==> src/rtl/sha256_msg_loader.sv <==
// sha256_msg_loader: packs a byte stream big-endian into 32-bit words and loads the sha256_core message buffer.
// Latency: a word is written 1 cycle after the byte that completes it; start pulses 2 cycles after the last byte.
// Backpressure: in_ready drops from the last byte until core_done; en low freezes all state and gates wen/start.
module sha256_msg_loader #(
  parameter int MSG_BUFFER_SIZE = 64
) (
  input  logic                               clk,
  input  logic                               reset,
  input  logic                               en,
  input  logic [7:0]                         in_byte,
  input  logic                               in_valid,
  input  logic                               in_last,
  output logic                               in_ready,
  output logic                               msg_buffer_wen,
  output logic [$clog2(MSG_BUFFER_SIZE)-1:0] write_addr,
  output logic [31:0]                        write_word,
  output logic [63:0]                        msg_size,
  output logic                               start,
  input  logic                               core_done,
  output logic                               busy,
  output logic                               overflow
);

  localparam int          AW         = $clog2(MSG_BUFFER_SIZE);
  localparam logic [61:0] WORD_LIMIT = 62'(MSG_BUFFER_SIZE);

  typedef enum logic [1:0] {
    S_LOAD,
    S_WRITE_LAST,
    S_START,
    S_WAIT
  } state_t;

  state_t          state_q, state_d;
  logic [63:0]     byte_cnt_q, byte_cnt_d;
  logic [31:0]     acc_q, acc_d;
  logic            wen_q, wen_d;
  logic [AW-1:0]   addr_q, addr_d;
  logic [31:0]     word_q, word_d;
  logic [63:0]     msg_size_q, msg_size_d;
  logic            start_q, start_d;
  logic            overflow_q, overflow_d;
  logic            busy_q, busy_d;

  logic            xfer;
  logic [1:0]      lane;
  logic [61:0]     word_idx;
  logic [31:0]     acc_fill;
  logic            ovf_next;

  assign in_ready       = en && (state_q == S_LOAD);
  assign xfer           = in_valid && in_ready;
  assign lane           = byte_cnt_q[1:0];
  assign word_idx       = byte_cnt_q[63:2];
  // Overflow from a previous message is forgotten on the first byte of a new one.
  assign ovf_next       = ((byte_cnt_q == 64'd0) ? 1'b0 : overflow_q) || (word_idx >= WORD_LIMIT);

  // Pending write/start flags survive an en-low stretch and fire once en returns.
  assign msg_buffer_wen = wen_q && en;
  assign start          = start_q && en;
  assign write_addr     = addr_q;
  assign write_word     = word_q;
  assign msg_size       = msg_size_q;
  assign busy           = busy_q;
  assign overflow       = overflow_q;

  // Drop the incoming byte into its big-endian lane of the word being assembled
  always_comb begin
    acc_fill = acc_q;
    case (lane)
      2'd0:    acc_fill[31:24] = in_byte;
      2'd1:    acc_fill[23:16] = in_byte;
      2'd2:    acc_fill[15:8]  = in_byte;
      default: acc_fill[7:0]   = in_byte;
    endcase
  end

  // Next-state logic for the load / write-last / start / wait sequence
  always_comb begin
    state_d    = state_q;
    byte_cnt_d = byte_cnt_q;
    acc_d      = acc_q;
    wen_d      = 1'b0;
    addr_d     = addr_q;
    word_d     = word_q;
    msg_size_d = msg_size_q;
    start_d    = 1'b0;
    overflow_d = overflow_q;
    busy_d     = busy_q;

    case (state_q)
      S_LOAD: begin
        if (xfer) begin
          byte_cnt_d = byte_cnt_q + 64'd1;
          busy_d     = 1'b1;
          overflow_d = ovf_next;
          if (in_last) begin
            acc_d = 32'd0;
            if (ovf_next) begin
              // Oversized message: drop it silently, no write and no start.
              byte_cnt_d = 64'd0;
              busy_d     = 1'b0;
            end else begin
              // Unfilled lanes are already zero because the accumulator is cleared per word.
              wen_d   = 1'b1;
              addr_d  = word_idx[AW-1:0];
              word_d  = acc_fill;
              state_d = S_WRITE_LAST;
            end
          end else if (lane == 2'd3) begin
            acc_d = 32'd0;
            if (!ovf_next) begin
              wen_d  = 1'b1;
              addr_d = word_idx[AW-1:0];
              word_d = acc_fill;
            end
          end else begin
            acc_d = acc_fill;
          end
        end
      end
      S_WRITE_LAST: begin
        msg_size_d = byte_cnt_q;
        start_d    = 1'b1;
        state_d    = S_START;
      end
      S_START: begin
        state_d = S_WAIT;
      end
      default: begin
        if (core_done) begin
          state_d    = S_LOAD;
          byte_cnt_d = 64'd0;
          busy_d     = 1'b0;
        end
      end
    endcase
  end

  // State registers; everything holds while en is low
  always_ff @(posedge clk or posedge reset) begin
    if (reset) begin
      state_q    <= S_LOAD;
      byte_cnt_q <= 64'd0;
      acc_q      <= 32'd0;
      wen_q      <= 1'b0;
      addr_q     <= '0;
      word_q     <= 32'd0;
      msg_size_q <= 64'd0;
      start_q    <= 1'b0;
      overflow_q <= 1'b0;
      busy_q     <= 1'b0;
    end else if (en) begin
      state_q    <= state_d;
      byte_cnt_q <= byte_cnt_d;
      acc_q      <= acc_d;
      wen_q      <= wen_d;
      addr_q     <= addr_d;
      word_q     <= word_d;
      msg_size_q <= msg_size_d;
      start_q    <= start_d;
      overflow_q <= overflow_d;
      busy_q     <= busy_d;
    end
  end

endmodule

==> config.mk <==
export PLATFORM = sky130hd
export DESIGN_NAME = sha256_msg_loader
export DESIGN_NICKNAME = d
export VERILOG_FILES = /design/src/rtl/sha256_msg_loader.sv
export SDC_FILE = /design/constraint.sdc
export NUM_CORES = 1
export LEC_CHECK = 0
export BUFFER_PORTS_ARGS = -buffer_cell sky130_fd_sc_hd__clkbuf_2
export CORE_MARGIN = 1
export CORE_UTILIZATION = 52
export CTS_CLUSTER_SIZE = 8
export DETAILED_ROUTE_END_ITERATION = 8
export PLACE_DENSITY = 0.76
export SYNTH_ARGS = -nofsm -noshare
export SYNTH_HDL_FRONTEND = slang
export SYNTH_SLANG_ARGS = --single-unit
==> constraint.sdc <==
create_clock -name clk -period 6.5 [get_ports clk]
set_clock_uncertainty 0.2 [all_clocks]
set_input_delay 0.325 -clock clk [delete_from_list [all_inputs] [get_ports clk]]
set_output_delay 0.325 -clock clk [all_outputs]
set_load 0.01 [all_outputs]
* Yosys cells after proc, flatten, opt, wreduce, memory -nomap -nowiden
Index checks and enable logic that the tools add are counted.
W data, S select, Z words.
** Storage, ports and cells
- Word-level logic and storage cells :: 72
- Input bits :: 14
- Flip-flop bits (word level) :: 204
- Output and inout bits :: 107
** Operators by class
- Magnitude comparators :: 1
- Mux-type cells :: 33
- $add $sub $neg :: 1
- Bitwise operators :: 1
- Equal/unequal tests :: 8
- Reductions and logical operators :: 18
** Operators with widths (count)
- $mux W64 :: 4
- $mux W32 :: 5
- $pmux W64 S2 :: 1
- $add A64 B1 Y64 const B :: 1
- $logic_not A64 Y1 :: 1
- $ge A62 B7 Y1 const B :: 1
- $mux W8 :: 4
- $mux W6 :: 3
- $mux W1 :: 10
- $mux W2 :: 4
- $reduce_and A4 Y1 :: 2
- $eq A2 B2 Y1 const B :: 3
- $ne A2 B2 Y1 const B :: 3
- $pmux W2 S3 :: 1
- $reduce_and A5 Y1 :: 1
- $eq A2 B1 Y1 const B :: 2
- $logic_and A1 B1 Y1 :: 4
- $logic_not A2 Y1 :: 2
- $reduce_bool A2 Y1 :: 2
- $reduce_bool A4 Y1 :: 1
- $reduce_and A3 Y1 :: 1
- $reduce_or A3 Y1 :: 1
- $pmux W1 S2 :: 1
- $reduce_and A2 Y1 :: 1
- 3 further kinds :: 3

* Depth between registers and ports, before layout
Gate-level depths: netlist (run 1).
- Word-level depth :: 8
- Mapped depth :: 10

* Worst setup path after synthesis (run 1)
OpenSTA, ideal clock, no wires.
- Path kind :: reg-to-reg
- From :: register byte_cnt_q[0]
- To :: register word_q[25], in the netlist write_word[25]
- Setup time :: 128 ps
- Stages on the path, launching flop included :: 11
- Slack :: 3880 ps
- Arrival time :: 2293 ps
- Path through :: dfrtp_1 > inv_1 > ha_1 > nor4b_2 > a21boi_1 > or4_1 > nor2_1 > nand3_1 > buf_6 > buf_6 > mux2_1
** On the way
- Word-level cells in the longest chain between the ends :: 6
- Elaborated cells on any way between the ends :: 11
- Those cells by class :: 1 x eq/ne; 5 x mux; 5 x reduce/logical
** Ends and longest elaborated chain
- start: declaration :: RTL line 35 : logic [63:0] byte_cnt_q, byte_cnt_d;
- start signal: assignment :: RTL line 155 : byte_cnt_q <= byte_cnt_d;
- $logic_not A64 Y1 :: RTL line 56 : assign ovf_next = ((byte_cnt_q == 64'd0) ? 1'b0 : overflow_q) || (word_idx >= WORD_LIMIT);
- $mux W1 :: RTL line 56
- $logic_or A1 B1 Y1 :: RTL line 56
- $mux W32 :: RTL line 99, 112
- $mux W32 :: RTL line 110 : end else if (lane == 2'd3) begin
- $mux W32 :: RTL line 97 : if (in_last) begin
- end signal: assignment :: RTL line 159 : word_q <= word_d;
- end: declaration :: RTL line 39 : logic [31:0] word_q, word_d;
Several ways; a longest one is shown, not always the timed one. The select of a mux whose other input is x is not followed.
A chain may end at the register's enable or synchronous reset.

* Worst setup path in the final report (run 1)
Ends and elaborated chain as after synthesis.

==> flow_summary.toml, run 1 <==
[worst_setup_path]
path_class = "flop to flop"
worstPathArrival_ns = 4.13
start_kind = "flop"
crit_fanout = 39
cp_data_required_time_ns = 6.69
path_cells = "inv_1, ha_1, nor4b_2, a21boi_1, or4_1, nor2_1, nand3_2, mux2_1"
crit_slowest_cell = "nand3_2"
slowest_delay_ns = 0.79
critPathCaptureType = "flop"

[clock_tree]
cts_tree = "yes"
cts_buffers = 29
clock_latency_ns = 0.52
cts_buffer_depth = 3
clk_pin_slew_ns = 0.05
cts_sinks = 204
htree_num_levels = 1
cts_resized = 0
root_buffer = "clkbuf_16"

[yosys]
avgSynthCellArea_um2 = 10.96
yosys_warnings = 0
synth-seq-area-share_pct = 53.60
synth_top_area_share_pct = 53.60
synth_most_common_cell = "dfrtp_1"
synth_area_leaders = "dfrtp_1, mux2_2, nand2_1"
ys_types = 60
yosys-top-cells-count = "dfrtp_1, mux2_2, nand2_1"
synth_fp_nets = 890
syn-cell-area_mm2 = 0.009524
async_flop_share_pct = 100.0
yosysTopAreaCell = "dfrtp_1"
synth_edf_count = 0
dominantRegCellSynth = "dfrtp_1"
syn_inst = 869
ys_ff_latch = 204

[final_layout]
drive_gt1_share_pct = 29.20
diodes = 0
syn2layout_area_growth_pct = 16.17
nNetsFinal = 998

[sta]
max_freq_mhz = 253.8
hold_violations = 0
drv_slew = 0
finalSetupTns_ns = 0
min_period_over_period_pct = 60.61
grt_setup_unrepaired = "false"
min_period_ns = 3.940
worst_slew_pin_slew_ns = 1.036
slew_headroom_pct = 30.94
finalSetupViolCount = 0
holdWs_ns = 0.01618

[routing]
wire_per_inst_um = 18.48
drc = 0
drt.antenna.violating_nets = 0
vias = 7327
drt-total-wl_um = 22260
dr.pass1.iters = 5
drt-initial-drc-count = 617
vias_per_cell = 6.080

[global_routing]
grt_max_degree = 139
first_global_vias = 6841
grt_usage_pct = 24.23
gr-total-overflow = 0
grt_pass1_wl_um = 35960
antenna_found_initial = 0

[die]
io_pins = 121
dieArea_mm2 = 0.01886
die_w_um = 137.3
rows = 49
start_util_pct = 53.02
die_h_um = 137.3
core_area_mm2 = 0.01796

[run_status]
status = "complete, no violations"

[pwr]
peakVddDrop_mv = 0.2528
total_leakage_power_uw = 0.005385
p_per_area_mw_per_mm2 = 334.2

[place]
hpwlAfterDp_um = 14420
portBuffers = 120
gp_congestion = 0.8246

[flow_run]
max-cap-violations = 0

[min_path]
min_path_type = "primary input to flop"
kinds of logic (layout without fill, tap and decap cells):
group | Yosys count | in the layout | synth area share (%)
AOI/OAI and AO/OA | 181 | 181 | 12.14
xor gates and xnor gates | 2 | 2 | 0.1840
adders and majority gates | 7 | 7 | 0.9196
buffers and inverters | 87 | 194 | 3.849
DFF | 204 | 204 | 53.60
muxes | 117 | 117 | 14.02
and+or+nand+nor | 271 | 271 | 15.29
final timing paths:
check                                          start                         end  slack [ns]  cells past startpoint
hold reg to reg             msg_size[34]$_DFFE_PP0P_    msg_size[34]$_DFFE_PP0P_        0.28                      2
hold / removal                            in_byte[5]       acc_q[29]$_DFFE_PP0P_        0.02                      2
setup / recovery           byte_cnt_q[0]$_DFFE_PP0P_  write_word[25]$_DFFE_PP0P_        2.56                      8
max in group asynchronous                      reset    msg_size[49]$_DFFE_PP0P_        4.26                      4
min in group asynchronous                      reset   write_word[5]$_DFFE_PP0P_        0.36                      3
setup reg to reg           byte_cnt_q[0]$_DFFE_PP0P_  write_word[25]$_DFFE_PP0P_        2.56                      8
per-stage QoR:
step                worst slack, ns  cell area (um2)  util [%]  total power, uW  cells
finish                        2.560            11060     61.59             3698   1205
global placement              2.664            10220     56.89             2372   1166
detailed placement            2.547            10220     56.89             2400   1166
floorplan                    0.4076             9524         -             2130    869
global route                  2.246            11060     61.59             3884   1205
CTS                           2.516            11060     61.59             3724   1205
critical path: cells and delay by family (launching register included):
| family | cells | cell delay [ns] |
|---|---|---|
| multiplexers | 1 | 0.63 |
| AND/OR/NAND/NOR | 4 | 1.80 |
| AO/OA/AOI/OAI | 1 | 0.11 |
| flip-flops | 1 | 0.44 |
| adder cells (fa/ha/maj) | 1 | 0.48 |
| buffers and inverters | 1 | 0.12 |
metal layers:
metal | part of all wire, % | track usage, % | up-vias
li1 | - | - | 3380
met1 | 46 | 35.94 | 3635
met2 | 45 | 36.78 | 272
met3 | 6.3 | 3.458 | 40
met4 | 2.0 | 7.326 | 0
met5 | 0 | 0 | -
state kept, by name, summed over array words and instances (netlist names):
name        count
msg_size       64
wen_q           1
busy            1
start_q         1
acc_q          32
overflow        1
write_addr      6
write_word     32
byte_cnt_q     64
state_q         2
timing repair:
action | in CTS | in global routing
endpoints found under the hold margin | 159 | 0
endpoints found under the setup margin | 0 | 0
buffers inserted | 0 | 0
hold buffers | 9 | 0
power breakdown:
group          total [uW]  internal (uW)  switching [uW]  leakage, uW
sequential           1560           1450             113      0.00282
clock                1310            812             499     0.000372
combinational         823            368             454      0.00219
total                3700           2630            1070      0.00538
final cells by class:
cell class / instances / area (um2)
sequential: 204 / 5105
timing repair buffer: 135 / 735.7
fill: 1410 / 6899
clock inverter: 1 / 30.03
tap: 229 / 286.5
clock buffer: 29 / 725.7
multi-input combinational: 578 / 4065
inverter: 29 / 116.4
layout by cell type, fill, tap and decap left out, types with 10 or more instances in the layout:
cell type,Yosys,layout
nor2_1,22,22
mux2_2,107,107
clkbuf_16,0,29
nand4_1,19,19
nor4_1,21,21
clkbuf_2,0,120
and2_1,14,14
inv_1,29,28
a21oi_1,30,29
nor3_1,18,18
and3_1,15,15
a31oi_1,44,44
nand2_1,87,86
dfrtp_1,204,204
a22o_1,26,26
or3_1,10,10
nand3_1,36,35
o21ai_0,48,48
Note: power is estimated with default switching activity, not from simulation.
==> inputs of run 2 (changes only) <==
- clock period: 6.5 -> 3.5 ns (I/O delays scaled with it)
==> run 2 against run 1 <==
Compared with the run above: sequential share of layout area down 0.93 points; clock power up 87%; non-clock buffer count up 21; maximum frequency up 24%; combinational power up 94%; worst hold slack better by 0.078 ns; register-to-register slack worse by 2.2 ns; cell area up 2.0%; wire length up 2.3%; core utilization up 1.3 points; die area unchanged.
==> flow_summary.toml, run 2 (synthesis results as in run 1) <==
[worst_setup_path]
critical_path.top_delay_family = "compound AO/OA/AOI/OAI gates"
worstPathArrival_ns = 3.39
path_class = "flop to flop"
crit_slowest_cell = "a21oi_2"
cp.depth = 9
path_buf_inv = 2
reg2regPathDepth = 9
crit_fanout = 23
r2r-end = "byte_cnt_q[61]$_DFFE_PP0P_"
slowest_delay_ns = 0.91
regToRegStartpoint = "byte_cnt_q[0]$_DFFE_PP0P_"
crit_start = "byte_cnt_q[0]$_DFFE_PP0P_"
crit_path_end = "byte_cnt_q[61]$_DFFE_PP0P_"
path_cells = "inv_1, ha_1, nor4b_2, a21boi_1, nor4_1, a21oi_2, buf_4, o21ai_0, a22o_1"
critPathCaptureType = "flop"
start_kind = "flop"
cp_data_required_time_ns = 3.72
reg2reg_setup_slack_ns = 0.32

[place]
place_ws_ns = 0.3527
portBuffers = 120
hpwlAfterDp_um = 15190
gp_congestion = 0.8490

[pwr]
p_per_area_mw_per_mm2 = 615.1
total_leakage_power_uw = 0.005502
peakVddDrop_mv = 0.4645

[die]
core_area_mm2 = 0.01796
io_pins = 121
start_util_pct = 53.02
rows = 49
dieArea_mm2 = 0.01886
die_w_um = 137.3
die_h_um = 137.3

[global_routing]
antenna_found_initial = 0
grt_max_degree = 111
first_global_vias = 7121
grt_pass1_wl_um = 37120
gr-total-overflow = 0
grt_usage_pct = 25.02

[routing]
vias = 7442
wire_per_inst_um = 18.58
drt-total-wl_um = 22780
drt-initial-drc-count = 594
dr.pass1.iters = 7
vias_per_cell = 6.070
drc = 0
drt.antenna.violating_nets = 0

[clock_tree]
cts_buffer_depth = 3
htree_num_levels = 1
cts_buffers = 29
cts_resized = 0
root_buffer = "clkbuf_16"
cts_hold_buf = 13
cts_tree = "yes"
clock_latency_ns = 0.53
cts_sinks = 204
cts_setup_buffers = 0
clk_pin_slew_ns = 0.06

[final_layout]
nFillCells = 1422
mostFrequentLayoutCells = "dfrtp_1, clkbuf_2, mux2_2"
final_common_cell = "dfrtp_1"
nNetsFinal = 1019
drive_gt1_share_pct = 30.29
syn2layout_area_growth_pct = 18.55
diodes = 0

[run_status]
status = "complete, no violations"

[sta]
worst_slew_pin_slew_ns = 1.155
finalWorstSetupSlack_ns = 0.3245
min_period_ns = 3.176
grt_setup_unrepaired = "false"
drv_slew = 0
min_period_over_period_pct = 90.73
hold_violations = 0
holdWs_ns = 0.09448
max_freq_mhz = 314.9
finalSetupViolCount = 0
finalSetupTns_ns = 0
slew_headroom_pct = 23.02

[min_path]
min_path_type = "primary input to flop"

[flow_run]
max-cap-violations = 0
==> run 2: worst min path at each step <==
stage                           from                       end  cells past startpoint
after floorplan           in_byte[2]     acc_q[10]$_DFFE_PP0P_                      1
after global placement         reset  msg_size[50]$_DFFE_PP0P_                      2
after detailed placement       reset  msg_size[49]$_DFFE_PP0P_                      2
after CTS                  core_done    state_q[1]$_DFFE_PP0P_                      5
after global routing       core_done    state_q[1]$_DFFE_PP0P_                      5
final                      core_done    state_q[1]$_DFFE_PP0P_                      5
==> run 2: cell type report <==
| cell class | count | area [um2] | share of cell area [%] |
|---|---|---|---|
| inverter | 29 | 112.6 | 0.9973 |
| tap | 229 | 286.5 | 2.538 |
| timing repair buffer | 156 | 965.9 | 8.555 |
| clock buffer | 29 | 725.7 | 6.427 |
| multi-input combinational | 578 | 4065 | 36.00 |
| clock inverter | 1 | 30.03 | 0.2660 |
| sequential | 204 | 5105 | 45.21 |
==> run 2: report_power, final <==
part	total, uW	leakage, uW	internal [uW]	switching [uW]
combinational	1600	0.00231	728	869
sequential	2900	0.00282	2690	210
clock	2450	0.000372	1510	939
==> run 2: worst reg2reg max path: cells and delay by family (launching register included) <==
kind                     cells  cell delay, ns
flip-flops                   1            0.45
adder cells (fa/ha/maj)      1            0.22
AND/OR/NAND/NOR              2            0.28
buffers and inverters        2            0.45
AO/OA/AOI/OAI                4            1.47
==> run 2: metal layers <==
metal	GRT usage [%]	vias up	part of all wire, %
met5	0	-	0
met4	7.937	0	2.4
met3	3.606	42	6.2
met2	38.69	272	46
met1	36.35	3711	46
li1	-	3417	-
==> run 2: through the flow <==
| step | instances | utilization (%) | power, uW | instance area, um2 |
|---|---|---|---|---|
| after global placement | 1183 | 57.92 | 4460 | 10410 |
| final | 1226 | 62.85 | 6945 | 11290 |
| after CTS | 1226 | 62.85 | 6989 | 11290 |
| after global routing | 1226 | 62.85 | 7291 | 11290 |
| after detailed placement | 1183 | 57.92 | 4522 | 10410 |
| after floorplan | 869 | - | 3956 | 9528 |
